--- src/rtl/uart_pkg.sv ---
// Shared receiver types and constants: FSM states, oversample tick positions,
// and small bit-level helpers used by the oversampling UART receiver.
package uart_pkg;

  typedef enum logic [2:0] {
    ST_IDLE,
    ST_START,
    ST_DATA,
    ST_PARITY,
    ST_STOP,
    ST_BREAK
  } rx_state_e;

  localparam int         OVERSAMPLE   = 16;
  localparam logic [3:0] SAMPLE_MID_A = 4'd7;
  localparam logic [3:0] SAMPLE_MID_B = 4'd8;
  localparam logic [3:0] SAMPLE_MID_C = 4'd9;
  localparam logic [3:0] TICK_LAST    = 4'(OVERSAMPLE - 1);

  // Even parity: the parity bit that makes the total count of ones even.
  function automatic logic even_parity(input logic [7:0] d);
    return ^d;
  endfunction

  function automatic logic maj3(input logic a, input logic b, input logic c);
    return (a & b) | (a & c) | (b & c);
  endfunction

endpackage

--- src/rtl/uart_baud_tick.sv ---
// Oversample tick generator: one-cycle tick every BAUD_DIV clocks, free-running,
// restarted by a synchronous clear so the first tick lands BAUD_DIV clocks later.
module uart_baud_tick #(
  parameter int BAUD_DIV = 5
) (
  input  logic clk,
  input  logic rst_n,
  input  logic clr,
  output logic tick
);

  localparam int CW = (BAUD_DIV > 1) ? $clog2(BAUD_DIV) : 1;
  localparam logic [CW-1:0] DIV_LAST = CW'(BAUD_DIV - 1);

  logic [CW-1:0] div_cnt;

  always_ff @(posedge clk or negedge rst_n) begin
    if (!rst_n) begin
      div_cnt <= '0;
    end else if (clr || div_cnt == DIV_LAST) begin
      div_cnt <= '0;
    end else begin
      div_cnt <= div_cnt + 1'b1;
    end
  end

  assign tick = (div_cnt == DIV_LAST) && !clr;

endmodule

--- src/rtl/uart_rx_oversample.sv ---
// 16x oversampling UART receiver; o_rxdone/o_frame_err one clock after the stop-bit mid sample.
// No backpressure: each good frame overwrites o_rxdataout. UART_PARITY_EN adds an even-parity bit.
module uart_rx_oversample #(
  parameter int BAUD_DIV  = 5,
  parameter int DATA_BITS = 8
) (
  input  logic                 i_clk,
  input  logic                 i_reset,
  input  logic                 i_rxd,
  output logic [DATA_BITS-1:0] o_rxdataout,
  output logic                 o_rxdone,
  output logic                 o_frame_err,
  output logic                 o_parity_err,
  output logic                 o_busy
);
  import uart_pkg::*;

  localparam logic [3:0] DATA_CNT = 4'(DATA_BITS);

  logic                 rxd_m;
  logic                 rxd_s;
  rx_state_e            state_q;
  rx_state_e            state_d;
  logic                 tick;
  logic                 cnt_clr;
  logic [3:0]           tick_cnt;
  logic [3:0]           bit_cnt;
  logic                 samp_a;
  logic                 samp_b;
  logic [DATA_BITS-1:0] shift_q;
  logic                 decide;
  logic                 wrap;
  logic                 bit_val;
  logic                 shift_en;
  logic                 done_set;
  logic                 ferr_set;
`ifdef UART_PARITY_EN
  logic                 par_chk;
  logic                 perr_set;
  logic                 par_bad_q;
`endif

  uart_baud_tick #(
    .BAUD_DIV(BAUD_DIV)
  ) u_baud_tick (
    .clk  (i_clk),
    .rst_n(i_reset),
    .clr  (cnt_clr),
    .tick (tick)
  );

  assign decide  = tick && (tick_cnt == SAMPLE_MID_C);
  assign wrap    = tick && (tick_cnt == TICK_LAST);
  assign bit_val = maj3(samp_a, samp_b, rxd_s);
  assign o_busy  = (state_q != ST_IDLE);

  always_ff @(posedge i_clk or negedge i_reset) begin
    if (!i_reset) begin
      state_q <= ST_IDLE;
    end else begin
      state_q <= state_d;
    end
  end

  always_comb begin
    state_d  = state_q;
    cnt_clr  = 1'b0;
    shift_en = 1'b0;
    done_set = 1'b0;
    ferr_set = 1'b0;
`ifdef UART_PARITY_EN
    par_chk  = 1'b0;
    perr_set = 1'b0;
`endif
    case (state_q)
      ST_IDLE: begin
        if (!rxd_s) begin
          state_d = ST_START;
          cnt_clr = 1'b1;
        end
      end
      ST_START: begin
        if (decide && bit_val) begin
          state_d = ST_IDLE;
        end else if (wrap) begin
          state_d = ST_DATA;
        end
      end
      ST_DATA: begin
        shift_en = decide;
        if (wrap && bit_cnt == DATA_CNT) begin
`ifdef UART_PARITY_EN
          state_d = ST_PARITY;
`else
          state_d = ST_STOP;
`endif
        end
      end
`ifdef UART_PARITY_EN
      ST_PARITY: begin
        par_chk = decide;
        if (wrap) begin
          state_d = ST_STOP;
        end
      end
`endif
      ST_STOP: begin
        // Leave at the mid-bit decision so a following start edge is caught.
        if (decide) begin
          if (bit_val) begin
`ifdef UART_PARITY_EN
            if (par_bad_q) begin
              perr_set = 1'b1;
            end else begin
              done_set = 1'b1;
            end
`else
            done_set = 1'b1;
`endif
            state_d = ST_IDLE;
          end else begin
            ferr_set = 1'b1;
            state_d  = ST_BREAK;
          end
        end
      end
      ST_BREAK: begin
        if (rxd_s) begin
          state_d = ST_IDLE;
        end
      end
      default: begin
        state_d = ST_IDLE;
      end
    endcase
  end

  always_ff @(posedge i_clk or negedge i_reset) begin
    if (!i_reset) begin
      rxd_m       <= 1'b1;
      rxd_s       <= 1'b1;
      tick_cnt    <= '0;
      bit_cnt     <= '0;
      samp_a      <= 1'b0;
      samp_b      <= 1'b0;
      shift_q     <= '0;
      o_rxdataout <= '0;
      o_rxdone    <= 1'b0;
      o_frame_err <= 1'b0;
    end else begin
      rxd_m <= i_rxd;
      rxd_s <= rxd_m;

      if (cnt_clr) begin
        tick_cnt <= '0;
        bit_cnt  <= '0;
      end else begin
        if (tick && state_q != ST_IDLE) begin
          tick_cnt <= tick_cnt + 1'b1;
        end
        if (shift_en) begin
          bit_cnt <= bit_cnt + 1'b1;
        end
      end

      if (tick && tick_cnt == SAMPLE_MID_A) begin
        samp_a <= rxd_s;
      end
      if (tick && tick_cnt == SAMPLE_MID_B) begin
        samp_b <= rxd_s;
      end

      // LSB arrives first, so shifting in at the MSB leaves it at bit 0.
      if (shift_en) begin
        shift_q <= {bit_val, shift_q[DATA_BITS-1:1]};
      end

      o_rxdone    <= done_set;
      o_frame_err <= ferr_set;
      if (done_set) begin
        o_rxdataout <= shift_q;
      end
    end
  end

`ifdef UART_PARITY_EN
  always_ff @(posedge i_clk or negedge i_reset) begin
    if (!i_reset) begin
      par_bad_q    <= 1'b0;
      o_parity_err <= 1'b0;
    end else begin
      if (cnt_clr) begin
        par_bad_q <= 1'b0;
      end else if (par_chk) begin
        par_bad_q <= bit_val ^ even_parity(8'(shift_q));
      end
      o_parity_err <= perr_set;
    end
  end
`else
  assign o_parity_err = 1'b0;
`endif

endmodule
--- config.mk ---
export PLATFORM = sky130hd
export DESIGN_NAME = uart_rx_oversample
export DESIGN_NICKNAME = d
export VERILOG_FILES = /design/src/rtl/uart_pkg.sv /design/src/rtl/uart_baud_tick.sv /design/src/rtl/uart_rx_oversample.sv
export SDC_FILE = /design/constraint.sdc
export NUM_CORES = 1
export LEC_CHECK = 0
export BUFFER_PORTS_ARGS = -buffer_cell sky130_fd_sc_hd__buf_4
export CORE_MARGIN = 5
export CORE_UTILIZATION = 40
export DETAILED_ROUTE_END_ITERATION = 16
export REMOVE_ABC_BUFFERS = 1
export SYNTH_ARGS = -nofsm -noshare
export SYNTH_HDL_FRONTEND = slang
export SYNTH_SLANG_ARGS = --single-unit
--- constraint.sdc ---
create_clock -name i_clk -period 1.9 [get_ports i_clk]
set_input_delay 0.285 -clock i_clk [delete_from_list [all_inputs] [get_ports i_clk]]
set_output_delay 0.285 -clock i_clk [all_outputs]
set_load 0.05 [all_outputs]
==> key figures, run 1 <==
Clocking
  • Clock root cell: clkbuf_8
  • # H-tree levels: 2
  • Clk_lat worst skew: between 0.2 and 0.3 ns
  • Clk slew on worst S/H paths: 0.07 ns
  • Clk sinks: 36
  • Clk buf depth: 2
  • CTS tree: built
  • Total CTS buffers: 5

Worst setup path
  • R2r setup slk: between 0.1 and 0.15 ns
  • Worst setup SP type: register
  • Critical path's largest stage delay: roughly 0.4 ns
  • CP Data Required Time: between 2 and 2.5 ns
  • CP Max Fanout: 8
  • CP Data Arrival Time: 1.97 ns
  • Kind of critical path: reg2reg
  • Critical path's slowest cell: dfrtp_1
  • Worst path cell trace: inv_1, ha_1, and4b_2, nand2_2, nor3_4, buf_12, mux2_2
  • CP Capture Type: register

Status
  • Status: complete, no violations

Die
  • Die ar.: 5510 µm²
  • Die Ht: 74.2 µm
  • Die W: 74.2 µm
  • Io pins: 15
  • Initial Utilization: 41.3%
  • # rows: 23
  • Core Box Area: 4000 µm²

Cells and area
  • Final Cell Area: 1990 µm²
  • Filler Cell Count: 353
  • Fraction of layout cells with a size suffix above 1: 35.8%
  • # nets final: 171
  • N_diodes: 0
  • Non-Filler Instances: between 200 and 250
  • Final core occ: between 40 and 50%
  • Area grow syn2layout: 20.4%

Drt
  • Via Count: roughly 1.1k
  • Routed WL per cell: 13.6 µm
  • Drc violations: 0
  • Routed Antenna Nets: 0
  • Pre-antenna DRT Iters: 4
  • Drt via density: 5.20
  • DRT Wirelength: 2890 µm
  • Initial DRC Count: 31

Synthesis
  • Most frequent cells after synthesis: dfrtp_1 (34), mux2_2 (18), nor2_1 (9), ha_1 (7), nand2_1 (7)
  • Synth warnings: 0
  • Yosys reg bits: 36
  • EDFF count, synth: 0
  • Avg Cell Area, Syn: 12.2 µm²
  • Syn Inst Count: between 100 and 150
  • Share of the synthesized area in the top cell type: ~52%
  • Netlist cell types: 37
  • Top cells by area, synth: dfrtp_1 (52%), mux2_2 (12%), ha_1 (5.3%)
  • Synth Cell Area: approximately 1700 µm²
  • Count leader, synth: dfrtp_1
  • Share of flip-flops with an asynchronous set or reset: 100%
  • Seq/Total Area, Yosys: 54.7%
  • Synth area leader: dfrtp_1
  • Primary FF master, synth: dfrtp_1

GRT
  • First-pass GRT wire length: roughly 5000 µm
  • Vias in the first global route: around 1.1k
  • Largest net degree at the start of global routing: 37
  • Global Route Usage Sum: between 10% and 20%
  • Total grt overflow: 0
  • Initial antenna violation count: 0

STA
  • Hold slack final: 0.104 ns
  • Final setup margin: 0.100 ns
  • Setup Skew: 0.00357 ns
  • Slew Limit Fails: 0
  • TNS Setup: 0 ns
  • Fmax: 556 MHz
  • Minimum clock period: roughly 1.8 ns
  • Final setup violating endpoints: 0
  • Final Hold Fails: 0
  • Fin crit share: 94.7%

Pwr
  • Maximum VDD drop: 0.346 mV
  • Leakage power: around 0.97 nW
  • Power Dens Cells: around 660 nW/µm²
  • Tot Pwr: 1.32 mW

Hold path
  • HP Class: in2reg

Place
  • Port Buffers: 13
  • Place WS: -0.00468 ns
  • Inst Count DP: 202
  • Cell Area, Placed: 1860 µm²
  • GP Congestion: 0.897
  • Final HPWL from detailed placement: 2070 µm

Job
  • Max cap viols: 0
worst paths after layout:
path | from | to | cells after the start
worst max register to register | u_baud_tick.div_cnt[0] | o_rxdataout[5] | 7
max in group asynchronous | i_reset | rxd_s | 2
worst max-delay path | u_baud_tick.div_cnt[0] | o_rxdataout[5] | 7
min in group asynchronous | i_reset | u_baud_tick.div_cnt[2] | 2
worst min-delay path | i_rxd | rxd_m | 1
worst min register to register | rxd_m | rxd_s | 0
area by class of cell:
type                       instances  area (µm²)  area share [%]
multi-input combinational         88         703            35.4
clock buffer                       5        68.8            3.46
timing repair buffer              24         208            10.5
sequential                        36         903            45.5
tap                               50        62.6            3.15
clock inverter                     3        18.8           0.945
inverter                           6        22.5            1.13
worst max-delay path, delay by kind of cell (launching register included):
kind | cells | cell delay (ns)
buf+inv | 2 | 0.22
fa+ha+maj | 1 | 0.16
simple gates | 3 | 0.58
flops | 1 | 0.39
mux | 1 | 0.33
cell families (layout without fill, tap and decap cells):
family	count (synthesis)	after routing	synth area share, %
mux	20	20	13.5
buf+inv	11	38	3.11
fa+ha+maj	8	8	5.91
flops	36	36	54.7
other cells	1	1	0.227
compound gates	15	15	6.14
simple gates	40	40	14.3
xor+xnor	4	4	2.12
flip-flops by register name (all words and copies together) (netlist names):
signal and count:
rxd_m 1, u_baud_tick.div_cnt 3, o_rxdataout 8, state_q 3, samp_b 1, rxd_s 1
o_frame_err 1, bit_cnt 4, o_rxdone 1, shift_q 8, tick_cnt 4, samp_a 1
layout by cell type, fill, tap and decap left out, types with 2 or more instances in the layout:
cell type,netlist,layout
ha_1,7,7
clkbuf_8,0,5
buf_12,0,2
mux2i_1,2,2
buf_4,2,21
a21oi_1,4,4
or3_1,2,2
nand4_1,2,2
dfstp_2,2,2
nand2b_1,2,2
o21ai_0,5,5
xor2_1,3,3
nor4_1,3,3
nand3_1,5,4
dfrtp_1,34,34
inv_1,6,6
mux2_2,18,18
nor2_1,9,9
nand2_1,7,6
and2_1,2,2
clkinv_2,0,2
per-layer routing:
| metal | global-route usage (%) | share of wire [%] |
|---|---|---|
| met1 | 15.6 | 44 |
| met2 | 18.4 | 49 |
| met3 | 3.65 | 5.6 |
| met4 | 4.74 | 1.2 |
| met5 | 0 | 0 |
where the power goes:
group	switching, mW	total (mW)	internal [mW]
clock network	0.257	0.512	0.255
registers	0.00354	0.776	0.772
logic	0.0223	0.0311	0.00878
total	0.283	1.32	1.04
repair_timing:
item | in CTS | in global routing
pin swaps | 1 | 1
setup buffers | 0 | 1
resized for setup | 0 | 2
hold endpoints to repair | 34 | 0
setup endpoints to repair | 7 | 8
hold buffers | 1 | 0
No activity file was read; power rests on OpenSTA's default activity.
==> run 2: changes to the inputs <==
--- a/config.mk
+++ b/config.mk
@@ -5,10 +5,11 @@
 export SDC_FILE = /design/constraint.sdc
 export NUM_CORES = 1
 export LEC_CHECK = 0
-export BUFFER_PORTS_ARGS = -buffer_cell sky130_fd_sc_hd__buf_4
 export CORE_MARGIN = 5
 export CORE_UTILIZATION = 40
+export CTS_BUF_LIST = sky130_fd_sc_hd__clkbuf_8 sky130_fd_sc_hd__clkbuf_16
 export DETAILED_ROUTE_END_ITERATION = 16
+export DONT_BUFFER_PORTS = 1
 export REMOVE_ABC_BUFFERS = 1
 export SYNTH_ARGS = -nofsm -noshare
 export SYNTH_HDL_FRONTEND = slang
==> key figures, run 2 (synthesis results as in run 1) <==
Pwr
  • Power Dens Cells: 771 nW/µm² (was 664 nW/µm²)
  • Flop pwr share: 52.4% (was 58.8%)
  • NetSw: 0.307 mW (was 0.283 mW)
  • Switch share: 20.8% (was 21.4%)
  • Cell-internal power: 1.17 mW (was 1.04 mW)
  • Tot Pwr: 1.48 mW (was 1.32 mW)
  • Maximum VDD drop: 0.376 mV (was 0.346 mV)
  • Combinational share of power: 2.3% (was 2.4%)
  • Leakage power: 0.909 nW (was 0.968 nW)
  • Clock power frac: 45.2% (was 38.8%)

Die
  • Die Ht: 74.2 µm (unchanged)
  • Core Box Area: 4000 µm² (unchanged)
  • Initial Utilization: 41.3% (unchanged)
  • Io pins: 15 (unchanged)
  • Die ar.: 5510 µm² (unchanged)
  • Die W: 74.2 µm (unchanged)
  • # rows: 23 (unchanged)

STA
  • Final Hold Fails: 0 (unchanged)
  • Hold slack final: 0.356 ns (was 0.104 ns)
  • Setup Skew: 0.00618 ns (was 0.00357 ns)
  • Slew Limit Fails: 0 (unchanged)
  • Fmax: 553 MHz (was 556 MHz)
  • Final setup margin: 0.0916 ns (was 0.100 ns)
  • TNS Setup: 0 ns (unchanged)
  • Fin crit share: 95.2% (was 94.7%)
  • Minimum clock period: 1.81 ns (was 1.80 ns)
  • Final setup violating endpoints: 0 (unchanged)

Drt
  • Pre-antenna DRT Iters: 4 (unchanged)
  • Drc violations: 0 (unchanged)
  • Routed Antenna Nets: 0 (unchanged)
  • Initial DRC Count: 79 (was 31)
  • Drt via density: 5.37 (was 5.20)
  • Via Count: 1074 (was 1102)
  • DRT Wirelength: 2900 µm (was 2890 µm)
  • Routed WL per cell: 14.5 µm (was 13.6 µm)

GRT
  • Global Route Usage Sum: 12.2% (was 11.9%)
  • Initial antenna violation count: 0 (unchanged)
  • Total grt overflow: 0 (unchanged)
  • Largest net degree at the start of global routing: 37 (unchanged)
  • First-pass GRT wire length: 4970 µm (was 5000 µm)
  • Vias in the first global route: 1074 (was 1087)

Worst setup path
  • CP Max Fanout: 8 (unchanged)
  • Critical path's largest stage delay: 0.38 ns (was 0.39 ns)
  • CP Capture Type: register (unchanged)
  • Worst setup SP type: register (unchanged)
  • Buf/Inv on CP: 2 (unchanged)
  • Kind of critical path: reg2reg (unchanged)
  • Crit path max-delay family: simple AND/OR/NAND/NOR gates (unchanged)
  • Worst R2R Path Depth: 7 (unchanged)
  • Critical path's slowest cell: dfrtp_1 (unchanged)
  • Worst path cell trace: inv_1, ha_1, and4b_2, nand2_2, nor3_4, buf_12, mux2_2 (unchanged)
  • CP Data Required Time: 2.08 ns (was 2.07 ns)
  • CP Data Arrival Time: 1.99 ns (was 1.97 ns)
  • Levels on crit path: 7 (unchanged)

Place
  • GP Congestion: 0.762 (was 0.897)
  • Cell Area, Placed: 1740 µm² (was 1860 µm²)
  • Inst Count DP: 188 (was 202)
  • Final HPWL from detailed placement: 1990 µm (was 2070 µm)
  • Place WS: -0.0531 ns (was -0.00468 ns)
  • Port Buffers: 0 (was 13)

Clocking
  • Total CTS buffers: 5 (unchanged)
  • Clk_lat worst skew: 0.29 ns (was 0.28 ns)
  • Clk buf depth: 2 (unchanged)
  • Clk slew on worst S/H paths: 0.08 ns (was 0.07 ns)
  • Clk sinks: 36 (unchanged)
  • # H-tree levels: 2 (unchanged)
  • CTS tree: built (unchanged)
  • Clock root cell: clkbuf_8 (unchanged)

Cells and area
  • Leading cell type in the layout, fill and taps excluded: dfrtp_1 (unchanged)
  • Most frequent cells in the layout: dfrtp_1 (34), mux2_2 (18), nor2_1 (9) (was dfrtp_1 (34), buf_4 (21), mux2_2 (18))
  • Filler Cell Count: 361 (was 353)
  • Final core occ: 48.0% (was 49.7%)
  • # nets final: 159 (was 171)
  • Area grow syn2layout: 16.2% (was 20.4%)
  • N_diodes: 0 (unchanged)
  • Biggest regs: o_rxdataout x8, shift_q x8 (unchanged)
  • Final Cell Area: 1920 µm² (was 1990 µm²)
  • Fraction of layout cells with a size suffix above 1: 29.3% (was 35.8%)
  • Non-Filler Instances: 200 (was 212)

Job
  • Max cap viols: 0 (unchanged)

Status
  • Status: complete, no violations (unchanged)

Hold path
  • HP Class: reg2reg (was in2reg)
  • WHS Path Cells: 0 (was 1)
run 2: cell types whose count changed in the layout (fill, tap and decap cells not counted), sizes merged:
| cell | before | now |
|---|---|---|
| bufinv | 0 | 1 |
| dlygate4sd3 | 1 | 2 |
| buf | 23 | 10 |
| clkinv | 3 | 1 |
| clkinvlp | 0 | 1 |
run 2: layer usage:
layer | GRT usage [%] | up-vias | wire length [µm]
met5 | 0 | - | 0
met4 | 4.74 | 0 | 46
met3 | 4.59 | 5 | 152
met2 | 19.8 | 25 | 1430
met1 | 14.9 | 540 | 1270
li1 | - | 504 | -
run 2: timing repair:
item | 4_1_cts | 5_1_grt
hold buffers | 3 | 0
setup buffers | 0 | 1
setup endpoints to repair | 8 | 8
pin swaps | 1 | 1
gates resized for setup | 0 | 1
endpoints found under the hold margin | 37 | 0
run 2: power by group through the flow:
stage | combinational, mW | sequential (mW) | clock (mW)
after floorplan | 0.00899 | 0.789 | 0
after global placement | 0.0125 | 0.790 | 0
after detailed placement | 0.0124 | 0.791 | 0
after CTS | 0.0360 | 0.776 | 0.683
after global routing | 0.0400 | 0.776 | 0.715
final | 0.0346 | 0.776 | 0.669
run 2: final timing paths:
path | slack [ns] | end | from
max in group asynchronous | 1.20 | rxd_s | i_reset
min | 0.36 | rxd_s | rxd_m
min in group asynchronous | 0.46 | state_q[2] | i_reset
min reg2reg | 0.36 | rxd_s | rxd_m
max | 0.09 | o_rxdataout[3] | u_baud_tick.div_cnt[0]
max reg2reg | 0.09 | o_rxdataout[3] | u_baud_tick.div_cnt[0]
run 2: cell type report:
cell class | count | area, µm² | share of cell area (%)
clock buffers | 5 | 68.8 | 3.59
inverters | 6 | 22.5 | 1.17
repair buffers | 12 | 120 | 6.26
well taps | 50 | 62.6 | 3.26
clock inverters | 3 | 42.5 | 2.22
flip-flops and latches | 36 | 903 | 47.1
multi-input cells | 88 | 698 | 36.4
==> run 3: changes to the inputs <==
==> constraint.sdc (replaced) <==
create_clock -name i_clk -period 1.5 [get_ports i_clk]
set_input_delay 0.225 -clock i_clk [delete_from_list [all_inputs] [get_ports i_clk]]
set_output_delay 0.225 -clock i_clk [all_outputs]
set_load 0.05 [all_outputs]
==> key figures, run 3 (synthesis results as in run 1) <==
Place
  • Port Buffers: 0 (unchanged)
  • GP Congestion: 0.830 (was 0.762)
  • Cell Area, Placed: 1930 µm² (was 1740 µm²)
  • Final HPWL from detailed placement: 2300 µm (was 1990 µm)

Clocking
  • Clk slew on worst S/H paths: 0.08 ns (about the same)
  • # H-tree levels: 2 (unchanged)
  • Clk sinks: 36 (unchanged)
  • Clock root cell: clkbuf_8 (unchanged)
  • CTS tree: built (unchanged)
  • Total CTS buffers: 5 (unchanged)
  • Clk_lat worst skew: 0.29 ns (about the same)
  • Clk buf depth: 2 (unchanged)

Pwr
  • Leakage power: 1.16 nW (was 0.909 nW)
  • Tot Pwr: 2.23 mW (was 1.48 mW)
  • Maximum VDD drop: 0.575 mV (was 0.376 mV)
  • Cell-internal power: 1.83 mW (was 1.17 mW)
  • Power Dens Cells: 895 nW/µm² (was 771 nW/µm²)
  • Clock power frac: 53.4% (was 45.2%)
  • NetSw: 0.401 mW (was 0.307 mW)
  • Switch share: 17.9% (was 20.8%)
  • Combinational share of power: 2.7% (was 2.3%)
  • Flop pwr share: 43.9% (was 52.4%)

Cells and area
  • Leading cell type in the layout, fill and taps excluded: dfrtp_1 (unchanged)
  • Final Cell Area: 2500 µm² (was 1920 µm²)
  • Fraction of layout cells with a size suffix above 1: 53.5% (was 29.3%)
  • N_diodes: 0 (unchanged)
  • # nets final: 194 (was 159)
  • Biggest regs: o_rxdataout x8, shift_q x8 (unchanged)
  • Area grow syn2layout: 51.3% (was 16.2%)
  • Most frequent cells in the layout: dfrtp_1 (31), buf_4 (30), mux2_4 (10), buf_6 (10) (was dfrtp_1 (34), mux2_2 (18), nor2_1 (9))
  • Filler Cell Count: 281 (was 361)

STA
  • Minimum clock period: 1.70 ns (was 1.81 ns)
  • Fin crit share: 114% (was 95.2%)
  • Slew Limit Fails: 0 (unchanged)
  • Final setup margin: -0.203 ns (was 0.0916 ns)
  • RSZ-0062 raised after global routing: yes
  • Final Hold Fails: 0 (unchanged)
  • Final setup violating endpoints: 25 (was 0)
  • Fmax: 587 MHz (was 553 MHz)
  • Setup Skew: 0.00686 ns (was 0.00618 ns)

Status
  • Failing checks: setup timing
  • Status: finished, violations left (was complete, no violations)

Worst setup path
  • CP Max Fanout: 8 (unchanged)
  • Worst setup SP type: register (unchanged)
  • CP Data Arrival Time: 1.88 ns (was 1.99 ns)
  • Kind of critical path: reg2reg (unchanged)
  • CP Data Required Time: 1.68 ns (was 2.08 ns)
  • CP Capture Type: register (unchanged)

Drt
  • Drt via density: 5.20 (was 5.37)
  • Routed Antenna Nets: 0 (unchanged)
  • Initial DRC Count: 64 (was 79)
  • Via Count: 1221 (was 1074)
  • DRT Wirelength: 3790 µm (was 2900 µm)
  • Met3 Wirelength: 126 µm (was 152 µm)
  • Routed WL per cell: 16.1 µm (was 14.5 µm)
  • Wl on met1: 1660 µm (was 1270 µm)
  • Pre-antenna DRT Iters: 4 (unchanged)
  • Max Used Layer: met4 (unchanged)
  • WL met2: 1920 µm (was 1430 µm)
  • Drc violations: 0 (unchanged)

GRT
  • Total grt overflow: 0 (unchanged)
  • Largest net degree at the start of global routing: 37 (unchanged)
  • Global Route Usage Sum: 15.3% (was 12.2%)
  • Vias in the first global route: 1310 (was 1074)
  • Initial antenna violation count: 0 (unchanged)
  • First-pass GRT wire length: 6310 µm (was 4970 µm)

Die
  • Die Ht: 74.2 µm (unchanged)
  • Die W: 74.2 µm (unchanged)
  • # rows: 23 (unchanged)
  • Die ar.: 5510 µm² (unchanged)
  • Io pins: 15 (unchanged)
  • Core Box Area: 4000 µm² (unchanged)
  • Initial Utilization: 41.3% (unchanged)

Hold path
  • HP Class: reg2reg (unchanged)

Job
  • Max cap viols: 0 (unchanged)
## run 3: cell count changes in the layout (fill, tap and decap cells not counted), moves of 3 or more
cell,delta
mux2_4,+10
dfrtp_1,-3
dfrtp_2,+3
nand3_1,-3
o21ai_0,-3
mux2_2,-10
buf_4,+22
o21ai_1,+3
buf_6,+10
## run 3: worst max-delay path, cell delays in order, from the launching register on
cell     delay [ns]
dfrtp_1        0.39
inv_2          0.08
ha_4           0.12
and4b_2        0.25
nand2_2        0.08
nor3_4         0.20
buf_12         0.16
mux2_4         0.30
## run 3: timing repair
action                                  CTS  global route
hold buffers                              3             0
resized for setup                        42            15
setup buffers                            12             5
pin swaps                                18            15
endpoints found under the setup margin   27            30
hold endpoints to repair                 37             0
## run 3: layout make-up
| class | count | area, µm² | share of cell area, % |
|---|---|---|---|
| Tap cell | 50 | 62.6 | 2.51 |
| Clock buffer | 5 | 68.8 | 2.76 |
| Multi-Input combinational cell | 88 | 893 | 35.8 |
| Sequential cell | 36 | 907 | 36.3 |
| Timing Repair Buffer | 47 | 453 | 18.1 |
| Inverter | 6 | 22.5 | 0.902 |
| Clock inverter | 3 | 90.1 | 3.61 |
## run 3: routing by layer
| metal | vias to the layer above | track usage, % |
|---|---|---|
| met5 | - | 0 |
| met4 | 0 | 4.15 |
| met3 | 10 | 4.19 |
| met2 | 20 | 26.7 |
| met1 | 619 | 18.6 |
| li1 | 572 | - |
## run 3: power groups by stage
stage / sequential (mW) / clock (mW) / combinational, mW
detailed placement: 1.00 / 0 / 0.0189
finish: 0.981 / 1.19 / 0.0609
floorplan: 1.00 / 0 / 0.0114
CTS: 0.981 / 1.22 / 0.0606
global placement: 1.00 / 0 / 0.0182
global route: 0.982 / 1.27 / 0.0678
## run 3: worst paths after layout
check / start / cells past startpoint / to / slack, ns
worst max-delay path: u_baud_tick.div_cnt[0] / 7 / o_rxdataout[1] / -0.20
worst min-delay path: rxd_m / 0 / rxd_s / 0.36
worst max register to register: u_baud_tick.div_cnt[0] / 7 / o_rxdataout[1] / -0.20
worst min register to register: rxd_m / 0 / rxd_s / 0.36
max in group asynchronous: i_reset / 2 / rxd_m / 0.84
min in group asynchronous: i_reset / 2 / bit_cnt[2] / 0.42
## run 3: per-stage QoR
step	setup TNS [ns]	std cells	setup slack, ns	hold slack (ns)	utilization [%]
2_1_floorplan	-9.15	130	-0.506	-0.0706	-
3_3_place_gp	-3.74	210	-0.260	-0.0694	48.4
3_5_place_dp	-4.41	210	-0.310	-0.0693	48.4
4_1_cts	-3.18	231	-0.181	0.359	60.2
5_1_grt	-4.77	235	-0.264	0.366	62.4
6_report	-3.10	235	-0.203	0.357	62.4
